--- src/rtl/cp0_exception_sequencer.sv ---
// CP0 exception/interrupt entry and ERET sequencer.
// Owns the CP0 write port outside IDLE; grants it to WB MTC0 in IDLE.
module cp0_exception_sequencer #(
  parameter int DATA_WIDTH = 32,
  parameter int ADDR_WIDTH = 16,
  parameter logic [ADDR_WIDTH-1:0] EXC_VECTOR = 16'h0040
) (
  input  logic                  clk,
  input  logic                  rst_n,
  input  logic                  exc_valid,
  input  logic [4:0]            exc_code,
  input  logic [ADDR_WIDTH-1:0] exc_pc,
  input  logic                  exc_bd,
  input  logic                  eret_valid,
  input  logic [5:0]            hw_int,
  input  logic [DATA_WIDTH-1:0] cp0_status,
  input  logic [ADDR_WIDTH-1:0] cp0_epc,
  input  logic                  wb_cp0_req,
  input  logic [4:0]            wb_cp0_addr,
  input  logic [DATA_WIDTH-1:0] wb_cp0_data,
  output logic                  wb_cp0_ready,
  output logic                  cp0_we,
  output logic [4:0]            cp0_waddr,
  output logic [DATA_WIDTH-1:0] cp0_wdata,
  output logic                  flush,
  output logic                  stall,
  output logic                  pc_redirect,
  output logic [ADDR_WIDTH-1:0] pc_target,
  output logic                  busy
);

  localparam logic [2:0] S_IDLE   = 3'd0;
  localparam logic [2:0] S_EPC    = 3'd1;
  localparam logic [2:0] S_CAUSE  = 3'd2;
  localparam logic [2:0] S_STATUS = 3'd3;
  localparam logic [2:0] S_ERET   = 3'd4;
  localparam logic [2:0] S_REDIR  = 3'd5;

  localparam logic [4:0] A_STATUS = 5'd12;
  localparam logic [4:0] A_CAUSE  = 5'd13;
  localparam logic [4:0] A_EPC    = 5'd14;

  logic [2:0]            r_state;
  logic [4:0]            r_code;
  logic [ADDR_WIDTH-1:0] r_pc;
  logic                  r_bd;
  logic [5:0]            r_hw;
  logic [DATA_WIDTH-1:0] r_status;
  logic [ADDR_WIDTH-1:0] r_epc;
  logic                  r_eret;

  logic                  w_idle;
  logic                  w_wb_fire;
  logic                  w_int_pend;
  logic                  w_exc_evt;
  logic [DATA_WIDTH-1:0] w_status_l;
  logic [ADDR_WIDTH-1:0] w_epc_l;
  logic [ADDR_WIDTH-1:0] w_epc_val;
  logic [DATA_WIDTH-1:0] w_cause;

  assign w_idle     = (r_state == S_IDLE);
  assign w_wb_fire  = w_idle & wb_cp0_req;
  assign w_int_pend = cp0_status[0] & ~cp0_status[1]
                    & |(hw_int & cp0_status[15:10]);
  assign w_exc_evt  = exc_valid | w_int_pend;

  // The granted WB write is older, so its value is what the sequence must see.
  assign w_status_l = (w_wb_fire && wb_cp0_addr == A_STATUS)
                    ? wb_cp0_data : cp0_status;
  assign w_epc_l    = (w_wb_fire && wb_cp0_addr == A_EPC)
                    ? wb_cp0_data[ADDR_WIDTH-1:0] : cp0_epc;

  assign w_epc_val  = r_bd ? (r_pc - ADDR_WIDTH'(4)) : r_pc;

  always_comb begin
    w_cause = '0;
    w_cause[DATA_WIDTH-1] = r_bd;
    w_cause[15:10] = r_hw;
    w_cause[6:2] = r_code;
  end

  always_ff @(posedge clk) begin
    if (!rst_n) begin
      r_state  <= S_IDLE;
      r_code   <= '0;
      r_pc     <= '0;
      r_bd     <= 1'b0;
      r_hw     <= '0;
      r_status <= '0;
      r_epc    <= '0;
      r_eret   <= 1'b0;
    end else begin
      case (r_state)
        S_IDLE: begin
          if (w_exc_evt || eret_valid) begin
            r_code   <= exc_valid ? exc_code : 5'd0;
            r_pc     <= exc_pc;
            r_bd     <= exc_bd;
            r_hw     <= hw_int;
            r_status <= w_status_l;
            r_epc    <= w_epc_l;
            r_eret   <= ~w_exc_evt;
            r_state  <= w_exc_evt ? S_EPC : S_ERET;
          end
        end
        S_EPC:    r_state <= S_CAUSE;
        S_CAUSE:  r_state <= S_STATUS;
        S_STATUS: r_state <= S_REDIR;
        S_ERET:   r_state <= S_REDIR;
        default:  r_state <= S_IDLE;
      endcase
    end
  end

  always_comb begin
    wb_cp0_ready = 1'b0;
    cp0_we       = 1'b0;
    cp0_waddr    = '0;
    cp0_wdata    = '0;
    flush        = 1'b0;
    pc_redirect  = 1'b0;
    pc_target    = '0;
    busy         = ~w_idle;
    stall        = ~w_idle;
    case (r_state)
      S_IDLE: begin
        wb_cp0_ready = 1'b1;
        if (wb_cp0_req) begin
          cp0_we    = 1'b1;
          cp0_waddr = wb_cp0_addr;
          cp0_wdata = wb_cp0_data;
        end
      end
      S_EPC: begin
        flush     = 1'b1;
        cp0_we    = 1'b1;
        cp0_waddr = A_EPC;
        cp0_wdata = DATA_WIDTH'(w_epc_val);
      end
      S_CAUSE: begin
        cp0_we    = 1'b1;
        cp0_waddr = A_CAUSE;
        cp0_wdata = w_cause;
      end
      S_STATUS: begin
        cp0_we    = 1'b1;
        cp0_waddr = A_STATUS;
        cp0_wdata = r_status | DATA_WIDTH'(2);
      end
      S_ERET: begin
        flush     = 1'b1;
        cp0_we    = 1'b1;
        cp0_waddr = A_STATUS;
        cp0_wdata = r_status & ~DATA_WIDTH'(2);
      end
      S_REDIR: begin
        pc_redirect = 1'b1;
        pc_target   = r_eret ? r_epc : EXC_VECTOR;
      end
      default: ;
    endcase
  end

endmodule

--- config.mk ---
export PLATFORM = sky130hd
export DESIGN_NAME = cp0_exception_sequencer
export DESIGN_NICKNAME = d
export VERILOG_FILES = /design/src/rtl/cp0_exception_sequencer.sv
export SDC_FILE = /design/constraint.sdc
export NUM_CORES = 1
export LEC_CHECK = 0
export CORE_MARGIN = 4
export CORE_UTILIZATION = 44
export DETAILED_ROUTE_END_ITERATION = 10
export HOLD_SLACK_MARGIN = 0.15
export PLACE_DENSITY = 0.9
export SETUP_SLACK_MARGIN = 0.2
export SLEW_MARGIN = 10
export SYNTH_ARGS = -nofsm -noshare
export SYNTH_HDL_FRONTEND = slang
export SYNTH_SLANG_ARGS = --single-unit
--- constraint.sdc ---
create_clock -name clk -period 2.8 [get_ports clk]
set_clock_uncertainty 0.1 [all_clocks]
set_input_delay 0.56 -clock clk [delete_from_list [all_inputs] [get_ports clk]]
set_output_delay 0.56 -clock clk [all_outputs]
set_load 0.01 [all_outputs]
* Yosys cells after proc, flatten, opt, wreduce, memory -nomap -nowiden *
Index checks and enable logic that the tools add are counted.

operators by class
  $add $sub $neg = 1
  equal/unequal tests = 8
  multiplexer cells = 18
  bitwise operators = 8
  reduce and logical (&&, ||, !) cells = 9

operators by type and width
  operator               count
  $pmux 32 s5            1
  $mux 16                4
  $mux 32                2
  $pmux 5 s4             1
  $sub 16x3->16 const B  1
  $pmux 3 s4             1
  $eq 5x4->1 const B     2
  $mux 5                 2
  $and 6x6->6            1
  $eq 3x2->1 const B     2
  $eq 3x3->1 const B     2
  $mux 3                 2
  $reduce_or 6->1        1
  $mux 1                 4
  $reduce_or 2->1        2
  $reduce_or 4->1        1
  $and 1x1->1            3
  $eq 3x1->1 const B     1
  $logic_not 3->1        1
  $not 1->1              3
  $logic_and 1x1->1      2
  $ne 2x1->1 const B     1
  $pmux 1 s2             1
  $reduce_and 2->1       1
  other kinds (2)        2

word-level totals
  flip-flop bits (word level) = 80
  input port bits = 118
  word-level logic and storage cells = 52

* Longest topological paths before layout *
Gate-level depths: netlist of the first run.

  depth after elaboration = 7
  mapped depth = 8

* Worst setup path after synthesis of the first run *
No wires, ideal clock.

  kind = register -> output
  from = register r_bd
  to = output port cp0_wdata[15]
  arrival time = 1.735 ns
  required time = 2.140 ns
  path slack = 0.405 ns
  stages on the path, launching flop included = 7
  buffers on the path = 2
  path through = dfxtp_1 buf_2 or4b_1 clkbuf_1 nor4b_1 mux2i_1 nand2_1

between the ends
  word-level cells in the longest chain between the ends = 2

RTL lines
  what                    RTL line  source
  start, declared         46        logic r_bd;
  start signal, assigned  87        r_bd <= 1'b0;
  start signal, assigned  98        r_bd <= exc_bd;
  $mux 16                 73        assign w_epc_val = r_bd ? (r_pc - ADDR_WIDTH'(4)) : r_pc;
  $pmux 32 s5             125       case (r_state)
  end, declared           24        output logic [DATA_WIDTH-1:0] cp0_wdata,

No other way between the ends.

* Worst setup path after layout of the first run *
  from = register r_pc[2]
  to = output port cp0_wdata[15]

between the ends
  word-level cells in the longest chain between the ends = 3

RTL lines
  what                    RTL line  source
  start, declared         45        logic [ADDR_WIDTH-1:0] r_pc;
  start signal, assigned  97        r_pc <= exc_pc;
  $sub 16x3->16           73
  $mux 16                 73
  $pmux 32 s5             125

No other way between the ends.

==> results of run 1 <==
[placed cells by master, fill, tap and decap left out, drive strengths merged, types with 3 or more instances in the layout]
master and count:
a22oi 7, and2 19, dlygate4sd2 12, nor3b 3, nand2 13, dfxtp 79
a21o 3, a222oi 11, nand3 29, a211oi 47, nor3 9, xnor2 10
inv 11, nor2 11, o21ai 38, a22o 15, clkdlybuf4s50 121, clkbuf 23
mux2i 49, nor4b 3, or3 3, nor4 3, a21oi 85, buf 100
[report_power, final]
| group | switching, mW | internal (mW) | total (mW) |
|---|---|---|---|
| clock network | 0.474 | 0.359 | 0.833 |
| registers | 0.148 | 1.34 | 1.49 |
| logic | 1.02 | 0.949 | 1.97 |
[layout make-up]
cell class                 count  area [µm²]
multi-input combinational    385        2799
clock inverter                 6       50.05
sequential                    79        1594
clock buffer                  10       137.6
fill                         763        2758
inverter                       8       30.03
timing repair buffer         250        2285
tap                          133       166.4
[Yosys cell counts, drive strengths merged (2+ instances only)]
cell type,count
or4b,2
xnor2,10
nor3b,3
nand3,29
and2,19
buf,15
o21a,2
inv,7
nor3,9
a21o,2
a22oi,7
nand2,13
a21oi,85
a22o,15
nor4,3
mux2i,49
nor2,10
o21ai,38
nor2b,2
clkbuf,42
nor4bb,2
dfxtp,79
nor4b,3
or4,2
xor2,2
or3b,2
or3,3
a211oi,47
a222oi,11
[worst min path at each step]
| stage | start | endpoint | slack, ns | depth (start not counted) |
|---|---|---|---|---|
| 3_3_place_gp | r_hw[2]$_SDFFE_PN0P_ | r_hw[2]$_SDFFE_PN0P_ | 0.36 | 2 |
| 6_report | r_pc[1]$_SDFFE_PN0P_ | r_pc[1]$_SDFFE_PN0P_ | 0.40 | 2 |
| 3_5_place_dp | r_hw[0]$_SDFFE_PN0P_ | r_hw[0]$_SDFFE_PN0P_ | 0.37 | 2 |
| 4_1_cts | r_hw[0]$_SDFFE_PN0P_ | r_hw[0]$_SDFFE_PN0P_ | 0.38 | 2 |
| 2_1_floorplan | r_code[0]$_SDFFE_PN0P_ | r_code[0]$_SDFFE_PN0P_ | 0.35 | 2 |
| 5_1_grt | r_hw[0]$_SDFFE_PN0P_ | r_hw[0]$_SDFFE_PN0P_ | 0.41 | 2 |
[sequential cells by signal, summed over array words and instances, names as in the netlist]
signal	flops
r_status	31
r_code	5
r_bd	1
r_hw	6
r_state	3
r_epc	16
r_eret	1
r_pc	16
[per-stage QoR]
step | total power, mW | utilization, % | instance area (µm²) | TNS, ns
2_1_floorplan | 2.397 | - | 4463 | 0
3_3_place_gp | 3.192 | 66.58 | 6538 | -5.471
3_5_place_dp | 3.236 | 66.58 | 6538 | -7.286
4_1_cts | 4.162 | 70.53 | 6925 | -0.08834
5_1_grt | 4.496 | 71.92 | 7062 | -0.3860
6_report | 4.295 | 71.92 | 7062 | -0.1319
[kinds of logic (layout without fill, tap and decap cells)]
family	count (synthesis)	after routing	synth area share, %
muxes	49	49	10.99
xor gates and xnor gates	12	12	2.355
buffers and inverters	65	274	6.840
adders and majority gates	1	1	0.2803
AOI/OAI and AO/OA	212	213	30.00
DFF	79	79	35.44
and+or+nand+nor	108	110	14.10
[timing repair]
action | 4_1_cts | 5_1_grt
setup buffers | 16 | 8
cloned | 4 | 4
resized for setup | 186 | 50
pin swaps | 11 | 17
endpoints found under the setup margin | 55 | 70
[per-layer routing]
layer / track usage [%] / part of all wire [%]
met5: 0 / 0
met4: 9.558 / 3.0
met3: 5.033 / 9.9
met2: 47.62 / 48
met1: 37.98 / 40
[critical path, stage by stage, from the launching register on]
cell and delay (ns):
sky130_fd_sc_hd__dfxtp_2 0.35, sky130_fd_sc_hd__or4_4 0.56, sky130_fd_sc_hd__buf_6 0.14, sky130_fd_sc_hd__nor4b_4 0.28, sky130_fd_sc_hd__mux2i_1 0.25, sky130_fd_sc_hd__nand2_1 0.12
sky130_fd_sc_hd__buf_2 0.17
==> metrics.cfg, run 1 <==
[cells_and_area]
number_of_nets_in_the_layout=852
final_cells=871
syn2layout_area_growth_pct=58.23
num_antenna_cells=0
drive_gt1_share_pct=22.76

[worst_setup_path]
r2r_end=r_status[19]$_SDFFE_PN0P_
worstSetupPathType=flop to primary output
timing.reg2reg.setup_slack_ns=0.29
crit_start=r_pc[2]$_SDFFE_PN0P_
worstSetupEndpoint=cp0_wdata[15]
crit_required_ns=2.14
worstRegToRegCells=5
crit_path_start_kind=flop
worstPathMaxFanout=4
timing.critical_path.arrival_ns=2.22
cp-end-kind=primary output
r2r-start=r_state[2]$_SDFFE_PN0P_

[clock_tree]
clk_latency_ns=0.35
cts_buffers=9
clockBufferDepth=2
cts_root_buf=sky130_fd_sc_hd__clkbuf_8
cts.reportedPaths.clkPinSlew_ns=0.08
cts_tree=yes
clock_sink_count=79
clock_tree.htree_level_count=3
postCtsHoldBufs=0

[grt]
grt_max_degree=49
initial_antenna_violation_count=0
track_usage_pct=28.76
grt_first_pass_wirelength_mm=26.60
grt_overflow_total=0
via_count_of_the_first_global_routing_pass=5059

[sta]
max_slew.worst_pin.slew_ns=1.067
final.min_clock_period_ns=2.877
rsz0062_at_grt=yes
worst_slew_margin_rel_pct=28.82
layout_worst_path_cycle_share_pct=102.8
slew_viol_final=0
report.final.setup_viol=3
fin_hold_ws_ns=0.3951
report.final.hold_viol_count=0
max_clock_freq_mhz=347.6
fin_ws_ns=-0.07723

[outcome]
violated_checks=negative setup slack
run_status=complete, but fails checks

[synth]
synth-warning-count=0
postSynthAreaPerCell_um2=8.485
synthArstFlopShare_pct=0
synth_edf_count=0
synthesis.instances=526
yosys-top-cells-area=sky130_fd_sc_hd__dfxtp_1, sky130_fd_sc_hd__mux2i_1, sky130_fd_sc_hd__a21oi_1
netlist_area_mm2=0.004463
synth.yosys.seq_area_share_pct=35.44
yosys_reg_bits=79
synth_top_cell_area_share_pct=35.44
yosysUniqueCellTypes=50
synthFlopType=sky130_fd_sc_hd__dfxtp_1
netlist.top_cell.by_area=sky130_fd_sc_hd__dfxtp_1
syn_nets=645

[run]
maxCapViolations=0

[placement]
numPortBuffers=176
dpl.hpwl_mm=11.98
gpl.final_weighted_congestion=0.8744
placement.setup.worst_slack_ns=-0.2511
post-place-cells=823

[routing]
drt-initial-drc-count=580
wl_per_cell_um=21.01
per_cell_via_count_in_the_routed_design=6.062
totalWireLength_mm=18.30
post_drt_antenna_nets=0
drc=0
drt-pass1-iter-count=6
dr_total_vias=5280

[hold_path]
hold_path_class=flop to flop

[floorplanning]
floorplan.die.width_um=108.7
initial_core_util_pct=45.45
core_region_area_mm2=0.009819
die_y_um=108.7
ioPinCount=177
number_of_standard_cell_rows_in_the_floorplan=36
die_area_mm2=0.01182

[power]
vdd_ir_drop_max_v=0.0004174
cellLeakagePower_nw=2.880
power.density_mw_per_mm2=608.3

Power figures use the tool's default switching activity.
==> inputs of run 2 (changes only) <==
--- a/config.mk
+++ b/config.mk
@@ -6,10 +6,12 @@
 export NUM_CORES = 1
 export LEC_CHECK = 0
 export CORE_MARGIN = 4
-export CORE_UTILIZATION = 44
+export CORE_UTILIZATION = 45
+export CTS_BUF_LIST = sky130_fd_sc_hd__clkbuf_4
 export DETAILED_ROUTE_END_ITERATION = 10
 export HOLD_SLACK_MARGIN = 0.15
-export PLACE_DENSITY = 0.9
+export MAX_ROUTING_LAYER = met4
+export PLACE_DENSITY = 0.92
 export SETUP_SLACK_MARGIN = 0.2
 export SLEW_MARGIN = 10
 export SYNTH_ARGS = -nofsm -noshare
==> run 2 against run 1 <==
Net effect:
- the run still ends with negative setup slack left
- global-route usage increased by 2.5 points
- highest routed layer unchanged
- combinational power increased by 5%
- hold slack improved by 0.0068 ns
- register-to-register slack got worse by 0.06 ns
- critical path type unchanged
- critical endpoint is now cp0_wdata[13]
- sequential share of layout area decreased by 0.17 points
==> metrics.cfg, run 2 (synthesis gave the netlist of run 1 again) <==
[sta]
worst_slew_margin_rel_pct=53.37  ; was 28.82%
final.min_clock_period_ns=2.927  ; was 2.877 ns
slew_viol_final=0  ; unchanged
fin_ws_ns=-0.1270  ; was -0.07723 ns
report.final.setup_viol=5  ; was 3
rsz0062_at_grt=yes  ; unchanged
max_clock_freq_mhz=341.6  ; was 347.6 MHz
report.final.hold_viol_count=0  ; unchanged
layout_worst_path_cycle_share_pct=104.5  ; was 102.8%
max_slew.worst_pin.slew_ns=0.6978  ; was 1.067 ns

[clock_tree]
cts_buffers=9  ; unchanged
cts_root_buf=sky130_fd_sc_hd__clkbuf_4  ; was sky130_fd_sc_hd__clkbuf_8
postCtsHoldBufs=0  ; unchanged
clk_latency_ns=0.44  ; was 0.35 ns
cts_tree=yes  ; unchanged
clock_sink_count=79  ; unchanged
clockBufferDepth=2  ; unchanged
cts.reportedPaths.clkPinSlew_ns=0.15  ; was 0.08 ns
clock_tree.htree_level_count=3  ; unchanged

[floorplanning]
core_region_area_mm2=0.009729  ; was 0.009819 mm²
ioPinCount=177  ; unchanged
die_y_um=107.6  ; was 108.7 µm
floorplan.die.width_um=107.6  ; was 108.7 µm
die_area_mm2=0.01158  ; was 0.01182 mm²
number_of_standard_cell_rows_in_the_floorplan=36  ; unchanged
initial_core_util_pct=45.87  ; was 45.45%

[grt]
via_count_of_the_first_global_routing_pass=5346  ; was 5059
initial_antenna_violation_count=0  ; unchanged
grt_max_degree=71  ; was 49
grt_overflow_total=0  ; unchanged
grt_first_pass_wirelength_mm=28.01  ; was 26.60 mm
track_usage_pct=31.26  ; was 28.76%

[cells_and_area]
number_of_nets_in_the_layout=860  ; was 852
final_cells=879  ; was 871
reg.largest.list=r_status x31, r_epc x16, r_pc x16  ; unchanged
largest_register_ffs=31  ; unchanged
drive_gt1_share_pct=25.74  ; was 22.76%
layout_commonest_cell=sky130_fd_sc_hd__clkdlybuf4s50_1  ; unchanged
layout_common_cells=sky130_fd_sc_hd__clkdlybuf4s50_1, sky130_fd_sc_hd__a21oi_1, sky130_fd_sc_hd__dfxtp_1, sky130_fd_sc_hd__buf_4, sky130_fd_sc_hd__mux2i_1  ; unchanged
max_flop_register=r_status  ; unchanged
final_area_mm2=0.007137  ; was 0.007062 mm²
num_antenna_cells=0  ; unchanged
syn2layout_area_growth_pct=59.91  ; was 58.23%
num-fill-cells=694  ; was 763

[run]
maxCapViolations=0  ; unchanged

[routing]
post_drt_antenna_nets=0  ; unchanged
wl_per_cell_um=21.68  ; was 21.01 µm
totalWireLength_mm=19.06  ; was 18.30 mm
drt-pass1-iter-count=6  ; unchanged
per_cell_via_count_in_the_routed_design=6.189  ; was 6.062
drt-initial-drc-count=605  ; was 580
drc=0  ; unchanged
dr_total_vias=5440  ; was 5280

[hold_path]
hold_path_class=flop to flop  ; unchanged
hold_depth=2  ; unchanged

[outcome]
violated_checks=negative setup slack  ; unchanged
run_status=complete, but fails checks  ; unchanged

[placement]
numPortBuffers=176  ; unchanged
gpl.final_weighted_congestion=0.9500  ; was 0.8744
post-place-cells=822  ; was 823
post_dp_cell_area_mm2=0.006518  ; was 0.006538 mm²
dpl.hpwl_mm=12.34  ; was 11.98 mm

[worst_setup_path]
crit_required_ns=2.14  ; about the same
cp-end-kind=primary output  ; unchanged
crit_path_start_kind=flop  ; unchanged
timing.critical_path.arrival_ns=2.27  ; was 2.22 ns
worstRegToRegCells=9  ; was 5
worstSetupPathType=flop to primary output  ; unchanged
worstPathMaxFanout=4  ; unchanged

[power]
cellLeakagePower_nw=2.965  ; was 2.880 nW
vdd_ir_drop_max_v=0.0004037  ; was 0.0004174 V
power.density_mw_per_mm2=590.8  ; was 608.3 mW/mm²

[run 2: area by class of cell]
class                      instances  area [µm²]  area share, %
inverter                           8       35.03         0.4909
timing repair buffer             258        2359          33.05
tap                              133       166.4          2.332
clock buffer                       9       67.56         0.9467
sequential                        79        1599          22.41
multi-input combinational        385        2855          40.01
clock inverter                     7       55.05         0.7714
[run 2: per-stage QoR]
step	hold slack [ns]	utilization, %	TNS, ns	total power, mW	setup slack [ns]
after detailed placement	0.3838	66.99	-9.479	3.243	-0.2284
after CTS	0.4024	71.49	-0.1965	4.015	-0.07357
after global placement	0.3669	66.99	-6.600	3.172	-0.1942
after floorplan	0.3491	-	0	2.397	0.4050
final	0.4019	73.35	-0.2578	4.216	-0.1270
after global routing	0.4401	73.35	-1.089	4.410	-0.1879
[run 2: metal layers]
metal	routed length, µm	part of all wire [%]	track usage [%]
met3	1890	9.9	5.879
met4	527	2.8	10.73
met2	9141	48	49.69
met1	7501	39	40.10
met5	0	0	-
[run 2: worst paths after layout]
path	from	to	slack, ns
worst min register to register	r_pc[1]$_SDFFE_PN0P_	r_pc[1]$_SDFFE_PN0P_	0.40
worst max-delay path	r_pc[3]$_SDFFE_PN0P_	cp0_wdata[13]	-0.13
worst max register to register	r_state[2]$_SDFFE_PN0P_	r_status[3]$_SDFFE_PN0P_	0.23
worst min-delay path	r_pc[1]$_SDFFE_PN0P_	r_pc[1]$_SDFFE_PN0P_	0.40
[run 2: where the power goes]
| part | internal [mW] | switching (mW) | leakage (nW) |
|---|---|---|---|
| combinational | 0.998 | 1.07 | 2.24 |
| sequential | 1.34 | 0.160 | 0.657 |
| clock | 0.190 | 0.459 | 0.0629 |
[run 2: timing repair]
item                                    in CTS  in global routing
endpoints found under the setup margin      99                 88
pin swaps                                   29                 17
gates cloned                                 4                  3
setup buffers                               21                 13
gates resized for setup                    226                 65
hold endpoints to repair                     0                  0
[run 2: worst max-delay path, cell delays in order (launching register included)]
cell                      delay [ns]
sky130_fd_sc_hd__dfxtp_4        0.39
sky130_fd_sc_hd__or4_4          0.55
sky130_fd_sc_hd__buf_6          0.15
sky130_fd_sc_hd__o311a_1        0.35
sky130_fd_sc_hd__a21oi_2        0.12
sky130_fd_sc_hd__nand2_1        0.09
sky130_fd_sc_hd__buf_2          0.16
==> inputs of run 3 (changes only) <==
--- a/config.mk
+++ b/config.mk
@@ -5,8 +5,9 @@
 export SDC_FILE = /design/constraint.sdc
 export NUM_CORES = 1
 export LEC_CHECK = 0
+export ABC_AREA = 1
 export CORE_MARGIN = 4
-export CORE_UTILIZATION = 45
+export CORE_UTILIZATION = 47
 export CTS_BUF_LIST = sky130_fd_sc_hd__clkbuf_4
 export DETAILED_ROUTE_END_ITERATION = 10
 export HOLD_SLACK_MARGIN = 0.15
==> run 3 against run 2 <==
Net effect:
- clock power is 35% higher
- the flow now finishes without violations
- via count up 20%
- sequential share of layout area down 1.3 points
- die area is 9.1% higher
- critical path depth is 5 higher
- non-clock buffer count decreased by 27
- combinational power grew 120%
==> metrics.cfg, run 3 <==
[run]
maxCapViolations=0  ; unchanged

[cells_and_area]
number_of_nets_in_the_layout=1182  ; was 860
final_area_mm2=0.007569  ; was 0.007137 mm²
syn2layout_area_growth_pct=47.75  ; was 59.91%
max_flop_register=r_status  ; unchanged
layout_commonest_cell=sky130_fd_sc_hd__nand2_1  ; was sky130_fd_sc_hd__clkdlybuf4s50_1
final_core_utilization_pct=72.34  ; was 73.35%
num-fill-cells=890  ; was 694
largest_register_ffs=31  ; unchanged
final_cells=1203  ; was 879
num_antenna_cells=0  ; unchanged
layout_common_cells=sky130_fd_sc_hd__nand2_1, sky130_fd_sc_hd__clkdlybuf4s50_1, sky130_fd_sc_hd__nor2_1, sky130_fd_sc_hd__nand3_1, sky130_fd_sc_hd__inv_1  ; was sky130_fd_sc_hd__clkdlybuf4s50_1, sky130_fd_sc_hd__a21oi_1, sky130_fd_sc_hd__dfxtp_1, sky130_fd_sc_hd__buf_4, sky130_fd_sc_hd__mux2i_1
drive_gt1_share_pct=13.40  ; was 25.74%
reg.largest.list=r_status x31, r_epc x16, r_pc x16  ; unchanged

[routing]
dr_total_vias=6513  ; was 5440
drt-initial-drc-count=701  ; was 605
post_drt_antenna_nets=0  ; unchanged
per_cell_via_count_in_the_routed_design=5.414  ; was 6.189
totalWireLength_mm=19.21  ; was 19.06 mm
drc=0  ; unchanged
wl_per_cell_um=15.97  ; was 21.68 µm
drt-pass1-iter-count=6  ; unchanged

[worst_setup_path]
timing.reg2reg.setup_slack_ns=0.89  ; was 0.23 ns
r2r-start=r_state[2]$_SDFFE_PN0P_  ; unchanged
crit_start=r_pc[2]$_SDFFE_PN0P_  ; was r_pc[3]$_SDFFE_PN0P_
timing.critical_path.arrival_ns=1.97  ; was 2.27 ns
worstRegToRegCells=7  ; was 9
worstSetupPathType=flop to primary output  ; unchanged
r2r_end=r_eret$_SDFFE_PN0P_  ; was r_status[3]$_SDFFE_PN0P_
cp-end-kind=primary output  ; unchanged
crit_path_start_kind=flop  ; unchanged
crit_required_ns=2.14  ; about the same
worstSetupEndpoint=cp0_wdata[12]  ; was cp0_wdata[13]
worstPathMaxFanout=6  ; was 4

[floorplanning]
initial_core_util_pct=48.96  ; was 45.87%
core_region_area_mm2=0.01046  ; was 0.009729 mm²
number_of_standard_cell_rows_in_the_floorplan=37  ; was 36
floorplan.die.width_um=112.4  ; was 107.6 µm
die_area_mm2=0.01263  ; was 0.01158 mm²
ioPinCount=177  ; unchanged
die_y_um=112.4  ; was 107.6 µm

[placement]
post-place-cells=1166  ; was 822
numPortBuffers=176  ; unchanged
gpl.final_weighted_congestion=0.9452  ; was 0.9500
post_dp_cell_area_mm2=0.007103  ; was 0.006518 mm²
placement.setup.worst_slack_ns=-0.1473  ; was -0.2284 ns
dpl.hpwl_mm=13.15  ; was 12.34 mm

[sta]
report.final.setup_viol=0  ; was 5
final.setup.tns_ns=0  ; was -0.2578 ns
final.min_clock_period_ns=2.626  ; was 2.927 ns
report.final.hold_viol_count=0  ; unchanged
max_slew.worst_pin.slew_ns=0.6908  ; was 0.6978 ns
rsz0062_at_grt=yes  ; unchanged
max_clock_freq_mhz=380.8  ; was 341.6 MHz
worst_slew_margin_rel_pct=53.95  ; was 53.37%
fin_ws_ns=0.1740  ; was -0.1270 ns
layout_worst_path_cycle_share_pct=93.78  ; was 104.5%
slew_viol_final=0  ; unchanged

[power]
cellLeakagePower_nw=3.623  ; was 2.965 nW
vdd_ir_drop_max_v=0.001041  ; was 0.0004037 V
power.density_mw_per_mm2=1005  ; was 590.8 mW/mm²

[synth]
syn_nets=1002  ; was 645
synthArstFlopShare_pct=0  ; unchanged
synth.top_cells.by_count=sky130_fd_sc_hd__nand2_1, sky130_fd_sc_hd__nor2_1, sky130_fd_sc_hd__nand3_1  ; was sky130_fd_sc_hd__a21oi_1, sky130_fd_sc_hd__dfxtp_1, sky130_fd_sc_hd__mux2i_1
yosysUniqueCellTypes=34  ; was 50
synth_top_cell_area_share_pct=30.87  ; was 35.44%
yosys-top-cells-area=sky130_fd_sc_hd__dfxtp_1, sky130_fd_sc_hd__nand2_1, sky130_fd_sc_hd__nand3_1  ; was sky130_fd_sc_hd__dfxtp_1, sky130_fd_sc_hd__mux2i_1, sky130_fd_sc_hd__a21oi_1
synth_xor_xnor_area_share_pct=0.3420  ; was 2.355%
synth_top_family_by_area=simple AND/OR/NAND/NOR gates  ; was compound AO/OA/AOI/OAI gates
netlist_area_mm2=0.005122  ; was 0.004463 mm²
synthesis.instances=883  ; was 526
synth_edf_count=0  ; unchanged
synth-warning-count=0  ; unchanged
synthFlopType=sky130_fd_sc_hd__dfxtp_1  ; unchanged
postSynthAreaPerCell_um2=5.801  ; was 8.485 µm²
synth_simple_gate_area_share_pct=38.67  ; was 14.10%
yosys-mux-area-fraction_pct=0  ; was 10.99%
yosys_reg_bits=79  ; unchanged
synth_adder_area_share_pct=0.2443  ; was 0.2803%
synth.yosys.seq_area_share_pct=30.87  ; was 35.44%
synth_compound_gate_area_share_pct=16.44  ; was 30.00%
netlist.top_cell.by_area=sky130_fd_sc_hd__dfxtp_1  ; unchanged
cell_with_the_most_instances_after_synthesis=sky130_fd_sc_hd__nand2_1  ; was sky130_fd_sc_hd__a21oi_1

[clock_tree]
clock_tree.htree_level_count=3  ; unchanged
cts_tree=yes  ; unchanged
postCtsHoldBufs=0  ; unchanged
cts_root_buf=sky130_fd_sc_hd__clkbuf_4  ; unchanged
cts_buffers=9  ; unchanged
cts.reportedPaths.clkPinSlew_ns=0.12  ; was 0.15 ns
clock_sink_count=79  ; unchanged
clockBufferDepth=2  ; unchanged
clk_latency_ns=0.42  ; was 0.44 ns

[hold_path]
hold_path_class=flop to flop  ; unchanged

[grt]
initial_antenna_violation_count=0  ; unchanged
grt_max_degree=151  ; was 71
track_usage_pct=29.88  ; was 31.26%
grt_overflow_total=0  ; unchanged
grt_first_pass_wirelength_mm=29.92  ; was 28.01 mm
via_count_of_the_first_global_routing_pass=6081  ; was 5346

[outcome]
run_status=completed  ; was complete, but fails checks

==> run 3: power breakdown <==
group	total, mW	switching (mW)	internal [mW]
clock network	0.873	0.406	0.467
registers	2.11	0.429	1.68
logic	4.62	2.67	1.95
==> run 3: kinds of logic (layout without fill, tap and decap cells) <==
logic type | Yosys count | after routing
flip-flops | 79 | 79
AND/OR/NAND/NOR | 478 | 478
XOR/XNOR | 2 | 2
AO/OA/AOI/OAI | 160 | 160
buffers and inverters | 163 | 347
adder cells (fa/ha/maj) | 1 | 1
==> run 3: repair_timing <==
action                     4_1_cts  5_1_grt
cloned                           1        1
pin swaps                        6       13
resized for setup              112       64
setup buffers                   14        6
setup endpoints to repair       55       53
==> run 3: how the worst min path moves through the flow <==
stage | from | endpoint | slack, ns | depth (start not counted)
final | r_hw[1]$_SDFFE_PN0P_ | r_hw[1]$_SDFFE_PN0P_ | 0.39 | 2
after global routing | r_epc[4]$_SDFFE_PN0P_ | r_epc[4]$_SDFFE_PN0P_ | 0.42 | 2
after CTS | r_hw[1]$_SDFFE_PN0P_ | r_hw[1]$_SDFFE_PN0P_ | 0.40 | 2
after detailed placement | r_hw[1]$_SDFFE_PN0P_ | r_hw[1]$_SDFFE_PN0P_ | 0.37 | 2
after global placement | r_epc[8]$_SDFFE_PN0P_ | r_epc[8]$_SDFFE_PN0P_ | 0.36 | 2
after floorplan | r_pc[8]$_SDFFE_PN0P_ | r_pc[8]$_SDFFE_PN0P_ | 0.35 | 2
==> run 3: per-layer routing <==
metal | share of wire [%] | up-vias | track usage, %
li1 | - | 3162 | -
met1 | 39 | 2900 | 36.08
met2 | 47 | 392 | 48.67
met3 | 10 | 59 | 6.469
met4 | 4.0 | 0 | 11.78
met5 | 0 | - | -
==> run 3: critical path, cell delays in order (launching register included) <==
cell and delay, ns:
sky130_fd_sc_hd__dfxtp_2 0.35, sky130_fd_sc_hd__inv_2 0.08, sky130_fd_sc_hd__ha_4 0.13, sky130_fd_sc_hd__nand2_4 0.05, sky130_fd_sc_hd__inv_2 0.05, sky130_fd_sc_hd__nand3b_1 0.10
sky130_fd_sc_hd__nor2_1 0.14, sky130_fd_sc_hd__buf_4 0.18, sky130_fd_sc_hd__buf_6 0.10, sky130_fd_sc_hd__a31oi_1 0.06, sky130_fd_sc_hd__o21ai_1 0.15, sky130_fd_sc_hd__buf_2 0.16
==> run 3: per-stage QoR <==
stage                     power (mW)  hold slack (ns)
final                          7.604           0.3939
after global routing           8.134           0.4250
after CTS                      7.321           0.3977
after detailed placement       6.281           0.3686
after global placement         6.169           0.3597
after floorplan                4.576           0.3516
==> run 3: cell type report <==
type | count | area (µm²) | share of cell area [%]
Clock buffer | 11 | 82.58 | 1.091
Clock inverter | 4 | 95.09 | 1.256
Inverter | 101 | 389.1 | 5.141
Multi-Input combinational cell | 641 | 3027 | 39.99
Sequential cell | 79 | 1597 | 21.09
Tap cell | 136 | 170.2 | 2.248
Timing Repair Buffer | 231 | 2208 | 29.18
